===== config.mk =====
export PLATFORM = sky130hd
export DESIGN_NAME = mem_stage_ctrl
export DESIGN_NICKNAME = d
export VERILOG_FILES = /design/src/rtl/mem_stage_ctrl.sv
export SDC_FILE = /design/constraint.sdc
export NUM_CORES = 1
export LEC_CHECK = 0
export BUFFER_PORTS_ARGS = -buffer_cell sky130_fd_sc_hd__buf_2
export CORE_MARGIN = 10
export CORE_UTILIZATION = 49
export CTS_CLUSTER_SIZE = 16
export DETAILED_ROUTE_END_ITERATION = 10
export GPL_TIMING_DRIVEN = 0
export PLACE_DENSITY = 0.88
export SLEW_MARGIN = 20
export SYNTH_ARGS = -nofsm -noshare
export SYNTH_HDL_FRONTEND = slang
export SYNTH_SLANG_ARGS = --single-unit

===== constraint.sdc =====
create_clock -name clk -period 3 [get_ports clk]
set_clock_uncertainty 0.2 [all_clocks]
set_input_delay 0.45 -clock clk [delete_from_list [all_inputs] [get_ports clk]]
set_output_delay 0.45 -clock clk [all_outputs]
set_load 0.02 [all_outputs]

===== src/rtl/mem_stage_ctrl.sv =====
`default_nettype none
// mem_stage_ctrl: MEM-stage sequencer that issues one data-memory request per load/store,
// stalls the pipeline until ack or timeout, and registers the writeback fields. Rev 1.0
module mem_stage_ctrl #(
  parameter int TIMEOUT_CYCLES = 16
) (
  input  logic        clk,
  input  logic        reset,
  input  logic        in_mem_read,
  input  logic        in_mem_write,
  input  logic        in_mem_to_reg,
  input  logic [31:0] in_alu_result,
  input  logic [31:0] in_store_data,
  input  logic [4:0]  in_rd,
  output logic        stall,
  output logic        dmem_req,
  output logic        dmem_we,
  output logic [31:0] dmem_addr,
  output logic [31:0] dmem_wdata,
  input  logic        dmem_ack,
  input  logic [31:0] dmem_rdata,
  output logic        out_valid,
  output logic [31:0] out_wb_data,
  output logic [4:0]  out_rd,
  output logic        out_mem_to_reg,
  output logic        misalign_err,
  output logic        timeout_err
);

  localparam int CNT_W = $clog2(TIMEOUT_CYCLES) + 1;
  localparam logic [CNT_W-1:0] CNT_LAST = CNT_W'(TIMEOUT_CYCLES - 1);

  typedef enum logic [1:0] {
    S_IDLE = 2'd0,
    S_BUSY = 2'd1,
    S_DONE = 2'd2
  } state_t;

  state_t           state_q, state_d;
  logic [CNT_W-1:0] cnt_q, cnt_d;
  logic             dmem_req_q, dmem_req_d;
  logic             dmem_we_q, dmem_we_d;
  logic [31:0]      dmem_addr_q, dmem_addr_d;
  logic [31:0]      dmem_wdata_q, dmem_wdata_d;
  logic [4:0]       rd_lat_q, rd_lat_d;
  logic             m2r_lat_q, m2r_lat_d;
  logic             out_valid_q, out_valid_d;
  logic [31:0]      out_wb_data_q, out_wb_data_d;
  logic [4:0]       out_rd_q, out_rd_d;
  logic             out_m2r_q, out_m2r_d;
  logic             misalign_q, misalign_d;
  logic             timeout_q, timeout_d;
  logic             stall_c;

  logic access, aligned, ack_v;
  assign access  = in_mem_read | in_mem_write;
  assign aligned = (in_alu_result[1:0] == 2'b00);
  // An ack is only meaningful while a request is outstanding.
  assign ack_v   = dmem_ack & dmem_req_q;

  always_comb begin
    state_d       = state_q;
    cnt_d         = cnt_q;
    dmem_req_d    = dmem_req_q;
    dmem_we_d     = dmem_we_q;
    dmem_addr_d   = dmem_addr_q;
    dmem_wdata_d  = dmem_wdata_q;
    rd_lat_d      = rd_lat_q;
    m2r_lat_d     = m2r_lat_q;
    out_valid_d   = out_valid_q;
    out_wb_data_d = out_wb_data_q;
    out_rd_d      = out_rd_q;
    out_m2r_d     = out_m2r_q;
    misalign_d    = 1'b0;
    timeout_d     = 1'b0;
    stall_c       = 1'b0;

    case (state_q)
      S_IDLE: begin
        if (access && aligned) begin
          stall_c      = 1'b1;
          dmem_req_d   = 1'b1;
          dmem_we_d    = in_mem_write;
          dmem_addr_d  = in_alu_result;
          dmem_wdata_d = in_store_data;
          rd_lat_d     = in_rd;
          m2r_lat_d    = in_mem_to_reg & ~in_mem_write;
          cnt_d        = '0;
          out_valid_d  = 1'b0;
          state_d      = S_BUSY;
        end else if (access) begin
          out_valid_d   = 1'b1;
          misalign_d    = 1'b1;
          out_rd_d      = 5'd0;
          out_m2r_d     = 1'b0;
          out_wb_data_d = in_alu_result;
        end else begin
          out_valid_d   = 1'b1;
          out_wb_data_d = in_alu_result;
          out_rd_d      = in_rd;
          out_m2r_d     = 1'b0;
        end
      end
      S_BUSY: begin
        stall_c = 1'b1;
        // Ack is tested first so it wins over a coincident timeout.
        if (ack_v) begin
          dmem_req_d    = 1'b0;
          dmem_we_d     = 1'b0;
          out_valid_d   = 1'b1;
          out_wb_data_d = m2r_lat_q ? dmem_rdata : dmem_addr_q;
          out_rd_d      = rd_lat_q;
          out_m2r_d     = m2r_lat_q;
          state_d       = S_DONE;
        end else if (cnt_q == CNT_LAST) begin
          dmem_req_d  = 1'b0;
          dmem_we_d   = 1'b0;
          timeout_d   = 1'b1;
          out_valid_d = 1'b1;
          out_rd_d    = 5'd0;
          out_m2r_d   = 1'b0;
          state_d     = S_DONE;
        end else begin
          cnt_d = cnt_q + CNT_W'(1);
        end
      end
      S_DONE: begin
        out_valid_d = 1'b0;
        state_d     = S_IDLE;
      end
      default: begin
        out_valid_d = 1'b0;
        state_d     = S_IDLE;
      end
    endcase
  end

  always_ff @(posedge clk or negedge reset) begin
    if (!reset) begin
      state_q       <= S_IDLE;
      cnt_q         <= '0;
      dmem_req_q    <= 1'b0;
      dmem_we_q     <= 1'b0;
      dmem_addr_q   <= 32'd0;
      dmem_wdata_q  <= 32'd0;
      rd_lat_q      <= 5'd0;
      m2r_lat_q     <= 1'b0;
      out_valid_q   <= 1'b0;
      out_wb_data_q <= 32'd0;
      out_rd_q      <= 5'd0;
      out_m2r_q     <= 1'b0;
      misalign_q    <= 1'b0;
      timeout_q     <= 1'b0;
    end else begin
      state_q       <= state_d;
      cnt_q         <= cnt_d;
      dmem_req_q    <= dmem_req_d;
      dmem_we_q     <= dmem_we_d;
      dmem_addr_q   <= dmem_addr_d;
      dmem_wdata_q  <= dmem_wdata_d;
      rd_lat_q      <= rd_lat_d;
      m2r_lat_q     <= m2r_lat_d;
      out_valid_q   <= out_valid_d;
      out_wb_data_q <= out_wb_data_d;
      out_rd_q      <= out_rd_d;
      out_m2r_q     <= out_m2r_d;
      misalign_q    <= misalign_d;
      timeout_q     <= timeout_d;
    end
  end

  assign stall          = reset & stall_c;
  assign dmem_req       = dmem_req_q;
  assign dmem_we        = dmem_we_q;
  assign dmem_addr      = dmem_addr_q;
  assign dmem_wdata     = dmem_wdata_q;
  assign out_valid      = out_valid_q;
  assign out_wb_data    = out_wb_data_q;
  assign out_rd         = out_rd_q;
  assign out_mem_to_reg = out_m2r_q;
  assign misalign_err   = misalign_q;
  assign timeout_err    = timeout_q;

endmodule
`default_nettype wire


==> report_table.html <==
<table>
<tr><th>Metric</th><th>Value</th></tr>
<tr><th colspan="2">Setup path</th></tr>
<tr><td>Worst-path fanout max</td><td>61</td></tr>
<tr><td>Cell-by-cell trace of the critical path</td><td>dlygate4sd3_1 -&gt; clkbuf_8 -&gt; buf_16 -&gt; and3_1 -&gt; buf_2</td></tr>
<tr><td>Cell type of the slowest stage on the worst timing path</td><td>sky130_fd_sc_hd__dlygate4sd3_1</td></tr>
<tr><td>Data arrival time of the worst path</td><td>2.16 ns</td></tr>
<tr><td>R2R Setup Slk</td><td>0.35 ns</td></tr>
<tr><td>Req. time, crit path</td><td>2.35 ns</td></tr>
<tr><td>Start point of the critical path</td><td>reset</td></tr>
<tr><td>Setup crit start kind</td><td>primary input</td></tr>
<tr><td>FF-to-FF path depth</td><td>8</td></tr>
<tr><td>Critical R2R Capture</td><td>out_mem_to_reg</td></tr>
<tr><td>Crit path largest cell delay</td><td>0.56 ns</td></tr>
<tr><td>Type of element capturing the critical path</td><td>primary output</td></tr>
<tr><td>Number of cells on the critical path</td><td>5</td></tr>
<tr><td>Critical path class</td><td>primary input to primary output</td></tr>
<tr><td>Combined buffer and inverter count along the critical path</td><td>4</td></tr>
<tr><td>End of the critical path</td><td>stall</td></tr>
<tr><td>Launching point of the worst reg2reg path</td><td>cnt_q[0]</td></tr>
<tr><td>Cell type group with the largest total delay on the critical path</td><td>buffers and inverters</td></tr>
<tr><th colspan="2">GRT</th></tr>
<tr><td>GR Util met1</td><td>24.0%</td></tr>
<tr><td>Maximum number of pins on one net before global-route repair</td><td>62</td></tr>
<tr><td>Sum of overflow across all layers after global routing</td><td>0</td></tr>
<tr><td>Layer carrying the most global-route usage</td><td>met2</td></tr>
<tr><td>Met2 Track Usage GR</td><td>39.4%</td></tr>
<tr><td>Initial antenna violation count</td><td>1</td></tr>
<tr><td>Total GRT Usage</td><td>22.6%</td></tr>
<tr><td>Number of global-route vias before repair</td><td>5,377</td></tr>
<tr><td>Global-route wire length before repair</td><td>29.0 mm</td></tr>
<tr><td>Met3 Resource Use GR</td><td>9.56%</td></tr>
<tr><th colspan="2">Power and ir drop</th></tr>
<tr><td>IR drop worst, VDD</td><td>0.699 mV</td></tr>
<tr><td>Cell-internal power</td><td>5.06 mW</td></tr>
<tr><td>Power density of the placed cells</td><td>1070 nW/um^2</td></tr>
<tr><td>Switching Share</td><td>40.7%</td></tr>
<tr><td>P_leak</td><td>4.09 nW</td></tr>
<tr><td>Share of total power in combinational logic</td><td>44.6%</td></tr>
<tr><td>Part of the total power dissipated in the clock network</td><td>21.6%</td></tr>
<tr><td>Sw Pwr</td><td>3.47 mW</td></tr>
<tr><td>Proportion of power drawn by flip-flops and latches</td><td>33.8%</td></tr>
<tr><th colspan="2">STA</th></tr>
<tr><td>Post-layout minimum cycle time</td><td>2.81 ns</td></tr>
<tr><td>Final count of hold timing violations</td><td>0</td></tr>
<tr><td>Peak clock frequency supported by timing</td><td>356 MHz</td></tr>
<tr><td>Count of final setup violators</td><td>0</td></tr>
<tr><td>Hold slack final</td><td>0.0189 ns</td></tr>
<tr><td>Unrepaired setup endpoints after global routing</td><td>no</td></tr>
<tr><td>Fin. max-slew vios</td><td>0</td></tr>
<tr><td>Worst Tran Pin Value</td><td>0.755 ns</td></tr>
<tr><td>Slew headroom</td><td>49.3%</td></tr>
<tr><td>Final critical-path share of the clock period</td><td>93.7%</td></tr>
<tr><th colspan="2">CTS</th></tr>
<tr><td>Clock transition at path regs</td><td>0.05 ns</td></tr>
<tr><td>Clock latency of the later-clocked register in the worst-skew pair</td><td>0.51 ns</td></tr>
<tr><td>Maximum clock insertion buffer count</td><td>2</td></tr>
<tr><td>CTS root buf</td><td>sky130_fd_sc_hd__clkbuf_8</td></tr>
<tr><td>Number of buffers created by CTS</td><td>17</td></tr>
<tr><td>Clock tree from TritonCTS</td><td>yes</td></tr>
<tr><td>CTS H-Tree Depth</td><td>4</td></tr>
<tr><td># clock sinks</td><td>120</td></tr>
<tr><td>Post-CTS setup repair buffer count</td><td>0</td></tr>
<tr><th colspan="2">Detailed routing</th></tr>
<tr><td>Drt total wl</td><td>18.4 mm</td></tr>
<tr><td>Initial DRC Count</td><td>276</td></tr>
<tr><td>DR vias</td><td>4,780</td></tr>
<tr><td>Mean routed wirelength per cell</td><td>20.4 um</td></tr>
<tr><td>Routed via count divided by cell count</td><td>5.29</td></tr>
<tr><td>Number of detailed-route iterations in the first pass</td><td>4</td></tr>
<tr><td>Routed Antenna Nets</td><td>0</td></tr>
<tr><td>Drc violations</td><td>0</td></tr>
<tr><th colspan="2">Floorplan</th></tr>
<tr><td>Die width</td><td>126 um</td></tr>
<tr><td>Overall die area</td><td>15,800 sq um</td></tr>
<tr><td>Core Footprint</td><td>10,900 sq um</td></tr>
<tr><td>Standard-cell row count</td><td>38</td></tr>
<tr><td>Die extent in y</td><td>126 um</td></tr>
<tr><td>Top-level port count</td><td>215</td></tr>
<tr><td>Initial standard-cell utilization of the core</td><td>50.4%</td></tr>
<tr><th colspan="2">Yosys</th></tr>
<tr><td>Number of register bits inferred by synthesis</td><td>120</td></tr>
<tr><td>Yosys cell types</td><td>33</td></tr>
<tr><td>Portion of the post-synthesis area used by sequential elements</td><td>54.7%</td></tr>
<tr><td>Flip-flop cell with the highest count after synthesis</td><td>sky130_fd_sc_hd__dfrtp_1</td></tr>
<tr><td>Asr flop ratio synth</td><td>100%</td></tr>
<tr><td>Warning count from the yosys run</td><td>0</td></tr>
<tr><td>Post-Synthesis Cells</td><td>451</td></tr>
<tr><td>Synthesized Nets</td><td>560</td></tr>
<tr><td>Netlist area before placement</td><td>5490 sq um</td></tr>
<tr><td>Average cell area after synthesis</td><td>12.2 sq um</td></tr>
<tr><td>EDFF count, synth</td><td>0</td></tr>
<tr><th colspan="2">Place</th></tr>
<tr><td>Detailed Place HPWL</td><td>12.4 mm</td></tr>
<tr><td>Placed cells</td><td>806</td></tr>
<tr><td>PortBufs</td><td>214</td></tr>
<tr><td>RePlAce Congestion</td><td>0.863</td></tr>
<tr><th colspan="2">Cells and area</th></tr>
<tr><td>Layout cells sized above 1</td><td>43.3%</td></tr>
<tr><td>Layout overhead on the synthesized area</td><td>45.0%</td></tr>
<tr><td>Net count reported at finish</td><td>859</td></tr>
<tr><td>Non-Filler Instances</td><td>903</td></tr>
<tr><th colspan="2">Hold path</th></tr>
<tr><td>Hold path startpoint</td><td>in_alu_result[10]</td></tr>
<tr><td>Min-Delay Path Class</td><td>primary input to flop</td></tr>
<tr><th colspan="2">Status</th></tr>
<tr><td>Status</td><td>complete, no violations</td></tr>
<tr><th colspan="2">Flow run</th></tr>
<tr><td>MaxCap Viol Count</td><td>0</td></tr>
</table>
## cells in the mapped netlist (3+ instances only)
| cell | instances | area share, % |
|---|---|---|
| sky130_fd_sc_hd__mux2_2 | 47 | 9.6 |
| sky130_fd_sc_hd__clkbuf_1 | 7 | 0.48 |
| sky130_fd_sc_hd__a22oi_1 | 5 | 0.68 |
| sky130_fd_sc_hd__mux2_4 | 20 | 5.5 |
| sky130_fd_sc_hd__buf_6 | 3 | 0.62 |
| sky130_fd_sc_hd__nand2_1 | 6 | 0.41 |
| sky130_fd_sc_hd__nor2_1 | 36 | 2.5 |
| sky130_fd_sc_hd__inv_1 | 38 | 2.6 |
| sky130_fd_sc_hd__o21ai_0 | 10 | 0.91 |
| sky130_fd_sc_hd__and3_1 | 4 | 0.46 |
| sky130_fd_sc_hd__nor3_1 | 3 | 0.27 |
| sky130_fd_sc_hd__a22o_1 | 4 | 0.64 |
| sky130_fd_sc_hd__mux2i_1 | 65 | 12 |
| sky130_fd_sc_hd__a21oi_1 | 46 | 4.2 |
| sky130_fd_sc_hd__buf_1 | 4 | 0.27 |
| sky130_fd_sc_hd__buf_2 | 11 | 1.0 |
| sky130_fd_sc_hd__dfrtp_1 | 120 | 55 |
## cells by family (layout without fill, tap and decap cells)
group | Yosys count | count (layout) | synth area share [%]
AND/OR/NAND/NOR | 61 | 61 | 5.08
AO/OA/AOI/OAI | 71 | 71 | 7.31
other | 0 | 1 | 0
adder cells (fa/ha/maj) | 2 | 2 | 0.456
flip-flops | 120 | 120 | 54.7
multiplexers | 132 | 132 | 27.0
buffers and inverters | 65 | 376 | 5.51
## layout by cell type (no fill, tap or decap), drive strengths merged, types with 3 or more instances in the layout
| cell | n |
|---|---|
| buf | 234 |
| dfrtp | 120 |
| mux2 | 67 |
| mux2i | 65 |
| dlygate4sd3 | 65 |
| a21oi | 46 |
| inv | 38 |
| nor2 | 36 |
| clkbuf | 30 |
| o21ai | 10 |
| nand2 | 6 |
| clkinv | 6 |
| a22oi | 5 |
| and3 | 4 |
| a22o | 4 |
| nor3 | 3 |
| and2 | 3 |
## area by class of cell
cell class              count  area, sq um
flip-flops and latches    120         3000
plain buffers              27          160
well taps                 140          175
fillers                   706         2920
clock inverters             9         75.1
inverters                  38          143
diodes                      1         2.50
clock buffers              22          463
repair buffers            280         1760
multi-input cells         266         2190
## stage by stage
| stage | total power, mW | area (sq um) | TNS [ns] | setup slack [ns] | util (%) |
|---|---|---|---|---|---|
| after floorplan | 5.20 | 5490 | 0 | 0.836 | - |
| after global placement | 6.37 | 6740 | -8.13 | -0.589 | 61.9 |
| after detailed placement | 6.57 | 6770 | 0 | 0.402 | 62.2 |
| after CTS | 8.50 | 7960 | 0 | 0.0941 | 73.1 |
| after global routing | 8.99 | 7970 | 0 | 0.00203 | 73.2 |
| final | 8.52 | 7970 | 0 | 0.189 | 73.2 |
## how the worst min path moves through the flow
stage | end | slack [ns] | depth (start not counted)
floorplan | cnt_q[0] | -0.05 | 0
global placement | dmem_wdata[9] | 0.28 | 1
detailed placement | rd_lat_q[3] | 0.26 | 1
CTS | dmem_addr[10] | 0.00004 | 2
global route | dmem_addr[10] | 0.002 | 2
finish | dmem_addr[10] | 0.02 | 2
## power groups by stage
stage               combinational (mW)  sequential, mW  clock (mW)
floorplan                         1.56            3.64           0
global route                      4.09            2.95        1.94
CTS                               3.80            2.84        1.86
finish                            3.80            2.88        1.84
detailed placement                3.73            2.84           0
global placement                  3.60            2.78           0
## what timing repair did
action                                  CTS  global route
hold buffers                             65             0
resized for setup                         0             1
hold endpoints to repair                124             0
endpoints found under the setup margin    0             1
## layer usage
metal,part of all wire (%),up-vias
met5,0,-
met4,2.2,0
met3,9.6,36
met2,51,230
met1,37,2356
li1,-,2158
(Power assumes the default switching activity.)
